<file path="config.mk">
export PLATFORM = sky130hd
export DESIGN_NAME = aes_stream_ctrl
export DESIGN_NICKNAME = d
export VERILOG_FILES = /design/src/rtl/aes_stream_pkg.sv /design/src/rtl/aes_stream_fifo.sv /design/src/rtl/aes_stream_ctrl.sv
export SDC_FILE = /design/constraint.sdc
export NUM_CORES = 1
export LEC_CHECK = 0
export BUFFER_PORTS_ARGS = -buffer_cell sky130_fd_sc_hd__buf_4
export CAP_MARGIN = 20
export CORE_AREA = 2 2 351 353
export DETAILED_ROUTE_END_ITERATION = 6
export DIE_AREA = 0 0 353 355
export PLACE_DENSITY = 0.71
export REMOVE_ABC_BUFFERS = 1
export SKIP_LAST_GASP = 1
export SLEW_MARGIN = 5
export SYNTH_ARGS = -nofsm -noshare
export SYNTH_HDL_FRONTEND = slang
export SYNTH_SLANG_ARGS = --single-unit
</file>
<file path="constraint.sdc">
create_clock -name AES_clk -period 16.56 [get_ports AES_clk]
set_clock_uncertainty 0.05 [all_clocks]
set_input_delay 3.312 -clock AES_clk [delete_from_list [all_inputs] [get_ports AES_clk]]
set_output_delay 3.312 -clock AES_clk [all_outputs]
set_load 0.02 [all_outputs]
</file>
<file path="src/rtl/aes_stream_pkg.sv">
// Shared types for the AES streaming front-end: FSM states and the FIFO entry layout.
package aes_stream_pkg;

   localparam int AES_BLK_W = 128;

   typedef enum logic [1:0] {
      IDLE,
      ISSUE,
      OUT,
      GAP
   } state_t;

   typedef struct packed {
      logic                 first;
      logic [AES_BLK_W-1:0] data;
      logic [AES_BLK_W-1:0] key;
   } fifo_entry_t;

endpackage

</file>
<file path="src/rtl/aes_stream_fifo.sv">
// Register FIFO with synchronous reset; head entry is visible on rdata while not empty.
module aes_stream_fifo #(
   parameter int DEPTH = 4,
   parameter int WIDTH = 8
) (
   input  logic                         clk,
   input  logic                         srst,
   input  logic                         push,
   input  logic [WIDTH-1:0]             wdata,
   input  logic                         pop,
   output logic [WIDTH-1:0]             rdata,
   output logic                         full,
   output logic                         empty,
   output logic [$clog2(DEPTH+1)-1:0]   count
);

   localparam int AW = $clog2(DEPTH);
   localparam int CW = $clog2(DEPTH + 1);

   logic [WIDTH-1:0] mem_reg [DEPTH];
   logic [AW-1:0]    wr_ptr_reg;
   logic [AW-1:0]    rd_ptr_reg;
   logic [CW-1:0]    count_reg;
   logic             do_push;
   logic             do_pop;

   // A full FIFO refuses pushes even when a pop happens in the same cycle.
   assign full    = (count_reg == CW'(DEPTH));
   assign empty   = (count_reg == '0);
   assign do_push = push && !full;
   assign do_pop  = pop && !empty;
   assign rdata   = mem_reg[rd_ptr_reg];
   assign count   = count_reg;

   always_ff @(posedge clk) begin
      if (srst) begin
         wr_ptr_reg <= '0;
         rd_ptr_reg <= '0;
         count_reg  <= '0;
      end else begin
         if (do_push) wr_ptr_reg <= wr_ptr_reg + AW'(1);
         if (do_pop)  rd_ptr_reg <= rd_ptr_reg + AW'(1);
         if (do_push && !do_pop)
            count_reg <= count_reg + CW'(1);
         else if (!do_push && do_pop)
            count_reg <= count_reg - CW'(1);
      end
   end

   always_ff @(posedge clk) begin
      if (do_push) mem_reg[wr_ptr_reg] <= wdata;
   end

endmodule

</file>
<file path="src/rtl/aes_stream_ctrl.sv">
// Streaming front-end for AES_top: queues blocks, issues them one at a time with
// optional CBC chaining and a per-block timeout, and returns ciphertext on valid/ready.
module aes_stream_ctrl
   import aes_stream_pkg::*;
#(
   parameter int BLK_W       = AES_BLK_W,
   parameter int DEPTH       = 4,
   parameter int TIMEOUT_CYC = 255
) (
   input  logic             AES_clk,
   input  logic             AES_rst,
   input  logic             in_valid,
   output logic             in_ready,
   input  logic [BLK_W-1:0] in_data,
   input  logic [BLK_W-1:0] in_key,
   input  logic             in_first,
   input  logic             cfg_cbc,
   input  logic [BLK_W-1:0] cfg_iv,
   output logic             core_en,
   output logic [BLK_W-1:0] core_data,
   output logic [BLK_W-1:0] core_key,
   input  logic             core_valid,
   input  logic [BLK_W-1:0] core_dout,
   output logic             out_valid,
   input  logic             out_ready,
   output logic [BLK_W-1:0] out_data,
   output logic             busy,
   output logic             err_timeout
);

   localparam int CW = $clog2(DEPTH + 1);
   localparam int TW = $clog2(TIMEOUT_CYC + 1);

   state_t           state_reg, state_next;
   fifo_entry_t      wr_entry, head;
   logic             fifo_full, fifo_empty, pop;
   logic [CW-1:0]    fifo_count;
   logic [BLK_W-1:0] core_data_reg, core_key_reg, out_data_reg, chain_reg, chain_sel;
   logic             chain_valid_reg, cbc_reg, err_timeout_reg, timeout_hit;
   logic [TW-1:0]    wait_reg;

   assign wr_entry = {in_first, in_data, in_key};

   aes_stream_fifo #(
      .DEPTH (DEPTH),
      .WIDTH ($bits(fifo_entry_t))
   ) u_fifo (
      .clk   (AES_clk),
      .srst  (AES_rst),
      .push  (in_valid),
      .wdata (wr_entry),
      .pop   (pop),
      .rdata (head),
      .full  (fifo_full),
      .empty (fifo_empty),
      .count (fifo_count)
   );

   // A new chain, or one broken by a dropped block, restarts from the IV.
   assign chain_sel   = (head.first || !chain_valid_reg) ? cfg_iv : chain_reg;
   assign timeout_hit = (wait_reg == TW'(TIMEOUT_CYC - 1));

   always_comb begin
      state_next = state_reg;
      pop        = 1'b0;
      core_en    = 1'b0;
      out_valid  = 1'b0;
      unique case (state_reg)
         IDLE: begin
            if (!fifo_empty) begin
               pop        = 1'b1;
               state_next = ISSUE;
            end
         end
         ISSUE: begin
            core_en = 1'b1;
            if (core_valid)       state_next = OUT;
            else if (timeout_hit) state_next = GAP;
         end
         OUT: begin
            out_valid = 1'b1;
            if (out_ready) state_next = GAP;
         end
         GAP:     state_next = IDLE;
         default: state_next = IDLE;
      endcase
   end

   always_ff @(posedge AES_clk) begin
      if (AES_rst) begin
         state_reg       <= IDLE;
         core_data_reg   <= '0;
         core_key_reg    <= '0;
         out_data_reg    <= '0;
         chain_reg       <= '0;
         chain_valid_reg <= 1'b0;
         cbc_reg         <= 1'b0;
         err_timeout_reg <= 1'b0;
         wait_reg        <= '0;
      end else begin
         state_reg <= state_next;
         case (state_reg)
            IDLE: begin
               if (pop) begin
                  core_key_reg  <= head.key;
                  core_data_reg <= cfg_cbc ? (head.data ^ chain_sel) : head.data;
                  cbc_reg       <= cfg_cbc;
                  wait_reg      <= '0;
               end
            end
            ISSUE: begin
               // core_valid takes priority over a timeout landing in the same cycle.
               if (core_valid) begin
                  out_data_reg <= core_dout;
                  chain_reg    <= core_dout;
                  if (cbc_reg) chain_valid_reg <= 1'b1;
               end else if (timeout_hit) begin
                  err_timeout_reg <= 1'b1;
                  if (cbc_reg) chain_valid_reg <= 1'b0;
               end else begin
                  wait_reg <= wait_reg + TW'(1);
               end
            end
            default: ;
         endcase
      end
   end

   assign in_ready    = !fifo_full;
   assign core_data   = core_data_reg;
   assign core_key    = core_key_reg;
   assign out_data    = out_data_reg;
   assign busy        = (state_reg != IDLE) || (fifo_count != '0);
   assign err_timeout = err_timeout_reg;

endmodule

</file>
==> flow_metrics.env <==
export IMPL_drive_gt1_share_pct=32.70
export IMPL_final_common_cell="edfxtp_1"
export IMPL_use_met2_pct=39.76
export IMPL_holdBufCountCts=0
export IMPL_crit_type="primary input to flop"
export IMPL_status="completed"
export IMPL_fin_crit_ns=6.784
export IMPL_slowest_stage="buf_4"
export IMPL_synth_edf_count=1028
export IMPL_numCtsBuffers=147
export IMPL_grt_usage_pct=24.67
export IMPL_yosysWarnings=0
export IMPL_core_um2=121400
export IMPL_ant_nets=0
export IMPL_setup_worst_path_start="in_valid"
export IMPL_vias=36270
export IMPL_syn_avg_cell_area_um2=15.87
export IMPL_cts_resized=0
export IMPL_critPathRequiredTime_ns=16.87
export IMPL_grt_met3_usage_pct=5.897
export IMPL_power_leakage_nw=24.51
export IMPL_port_buffers=907
export IMPL_crit_top_cell="buf_4"
export IMPL_setup_viol=0
export IMPL_r2r_slack_ns=11.87
export IMPL_arrival_ns=7.09
export IMPL_relSlewSlack_pct=26.41
export IMPL_max_cap_violations=0
export IMPL_placed_area_um2=63680
export IMPL_wl_per_cell_um=26.34
export IMPL_netlist_area_um2=55590
export IMPL_yosys_cell_types_count=44
export IMPL_grt_max_degree=142
export IMPL_min_path_cells=2
export IMPL_cts_tree="built"
export IMPL_final_setup_tns_ns=0
export IMPL_synth_seq_area_share_pct=70.15
export IMPL_switching_share_pct=32.88
export IMPL_final_nets=4854
export IMPL_hold_ws_ns=0.4066
export IMPL_htree_levels=4
export IMPL_drt_pass1_iter_count=6
export IMPL_rows=128
export IMPL_clk_latency_ns=0.74
export IMPL_dr_first_iter_drc_count=4005
export IMPL_power_frac_comb_pct=29.8
export IMPL_layout_common_cells="edfxtp_1 (1028), buf_4 (952), nand2_1 (524)"
export IMPL_die_h_um=355
export IMPL_synthFlopType="edfxtp_1"
export IMPL_power_switching_w=0.003819
export IMPL_finalMaxSlewViolations=0
export IMPL_vdd_ir_drop_max_v=0.0001456
export IMPL_largest_reg_flops=1028
export IMPL_synthArstFlopShare_pct=0
export IMPL_reg2reg_depth=6
export IMPL_crit_path_max_incr_delay_ns=0.81
export IMPL_antenna_found_initial=18
export IMPL_min_path_type="flop to flop"
export IMPL_via_per_inst=5.959
export IMPL_clockRootBuffer="clkbuf_16"
export IMPL_grt_pass1_wl_um=233200
export IMPL_num_io_pins=908
export IMPL_overflow=0
export IMPL_wl_um=160300
export IMPL_period_share_pct=40.96
export IMPL_r2r_start="u_fifo.count[0]$_SDFFE_PP0P_"
export IMPL_clockPowerShare_pct=29.4
export IMPL_die_area_um2=125300
export IMPL_clockBufferDepth=3
export IMPL_clk_pin_slew_ns=0.06
export IMPL_post_cts_buffers=0
export IMPL_r2r_end="u_fifo.mem_reg[1][214]$_DFFE_PP_"
export IMPL_stdcell_area_um2=68760
export IMPL_area_delta_synth_final_pct=23.69
export IMPL_power_frac_seq_pct=40.8
export IMPL_grt_pass1_vias=35410
export IMPL_met1_usage_pct=32.93
export IMPL_drc=0
export IMPL_dpl_hpwl_um=104600
export IMPL_top_usage_layer="met2"
export IMPL_hold_viol=0
export IMPL_endpoint_kind="flop"
export IMPL_gp_congestion=0.8711
export IMPL_start_util_pct=45.79
export IMPL_worstPathCellList="buf_4 -> a21boi_1 -> and2_4 -> buf_4 -> buf_4 -> buf_4"
export IMPL_p_int_w=0.007797
export IMPL_die_w_um=353
export IMPL_hold_path_endpoint="core_key[73]$_SDFFE_PP0P_"
export IMPL_min_from="core_key[73]$_SDFFE_PP0P_"
export IMPL_p_per_area_nw_per_um2=169.0
export IMPL_ys_seq_elements=1434
export IMPL_cp_start_kind="primary input"
export IMPL_cp_max_fo=58
export IMPL_netlist_instances=3503
export IMPL_cts_sinks=1434
export IMPL_worst_pin_slew_ns=1.104
export IMPL_max_freq_mhz=147.4
export IMPL_rsz0062_at_grt="no"
worst max-delay path by stage:
stage | depth (start not counted) | slack (ns) | endpoint
2_1_floorplan | 4 | 2.26 | core_data[81]$_SDFFE_PP0P_
3_3_place_gp | 6 | 9.04 | u_fifo.mem_reg[1][214]$_DFFE_PP_
3_5_place_dp | 6 | 9.00 | u_fifo.mem_reg[1][67]$_DFFE_PP_
4_1_cts | 6 | 9.79 | u_fifo.mem_reg[1][64]$_DFFE_PP_
5_1_grt | 6 | 9.60 | u_fifo.mem_reg[1][64]$_DFFE_PP_
6_report | 6 | 9.78 | u_fifo.mem_reg[1][214]$_DFFE_PP_
cells in the mapped netlist, types with 3 or more instances:
cell type | number | area (µm²)
nand3_1 | 8 | 40.04
nor2_1 | 13 | 48.80
a2111oi_0 | 22 | 192.7
nand2_1 | 525 | 1971
and4_1 | 128 | 1121
buf_6 | 13 | 146.4
o211ai_1 | 130 | 975.9
o21ai_0 | 3 | 15.01
and2_1 | 5 | 31.28
mux2i_1 | 6 | 60.06
nor3_1 | 3 | 15.01
buf_2 | 36 | 180.2
ha_1 | 11 | 137.6
xor2_1 | 3 | 26.28
clkbuf_1 | 212 | 795.8
a2111oi_1 | 108 | 1081
inv_1 | 10 | 37.54
a21oi_1 | 268 | 1341
a211o_1 | 128 | 1121
mux4_2 | 257 | 5788
nand2b_1 | 6 | 37.54
buf_1 | 23 | 86.33
dfxtp_1 | 406 | 8128
nand4b_1 | 126 | 1104
edfxtp_1 | 1028 | 30870
critical path, delay by kind of cell:
kind	cells	cell delay, ns
AND/OR/NAND/NOR	1	0.71
buffers and inverters	4	2.28
AO/OA/AOI/OAI	1	0.58
per-layer routing:
layer	up-vias	share of wire, %
met5	-	0.058
met4	14	3.3
met3	290	8.7
met2	1751	48
met1	18530	40
li1	15690	-
cell families after synthesis:
logic type | Yosys count | synth area share [%]
adder cells (fa/ha/maj) | 12 | 0.2836
AND/OR/NAND/NOR | 823 | 8.038
buffers and inverters | 297 | 2.271
AO/OA/AOI/OAI | 669 | 8.654
flip-flops | 1434 | 70.15
multiplexers | 263 | 10.52
XOR/XNOR | 5 | 0.07879
per-stage QoR:
stage / setup slack (ns) / power (W) / instances / utilization [%]
floorplan: 2.257 / 0.007216 / 3217 / -
global placement: 9.041 / 0.008223 / 5797 / 52.44
detailed placement: 9.001 / 0.008283 / 5798 / 52.46
CTS: 9.787 / 0.01169 / 6073 / 56.60
global route: 9.600 / 0.01206 / 6082 / 56.63
finish: 9.776 / 0.01162 / 6086 / 56.64
power by group through the flow:
| stage | Combinational, W | Clock, W | Sequential, W |
|---|---|---|---|
| after floorplan | 0.00192 | 0 | 0.00530 |
| after global placement | 0.00344 | 0 | 0.00478 |
| after detailed placement | 0.00348 | 0 | 0.00480 |
| after CTS | 0.00350 | 0.00346 | 0.00473 |
| after global routing | 0.00368 | 0.00360 | 0.00478 |
| final | 0.00347 | 0.00341 | 0.00474 |
layout make-up:
cell class / instances / area [µm²]
Clock buffer: 208 / 4140
Fill cell: 9463 / 52640
Timing Repair Buffer: 957 / 7237
Clock inverter: 67 / 888.4
Multi-Input combinational cell: 1772 / 15370
Inverter: 11 / 53.80
Tap cell: 1625 / 2033
Sequential cell: 1434 / 39010
Antenna cell: 12 / 30.03
Note: power is estimated with default switching activity, not from simulation.
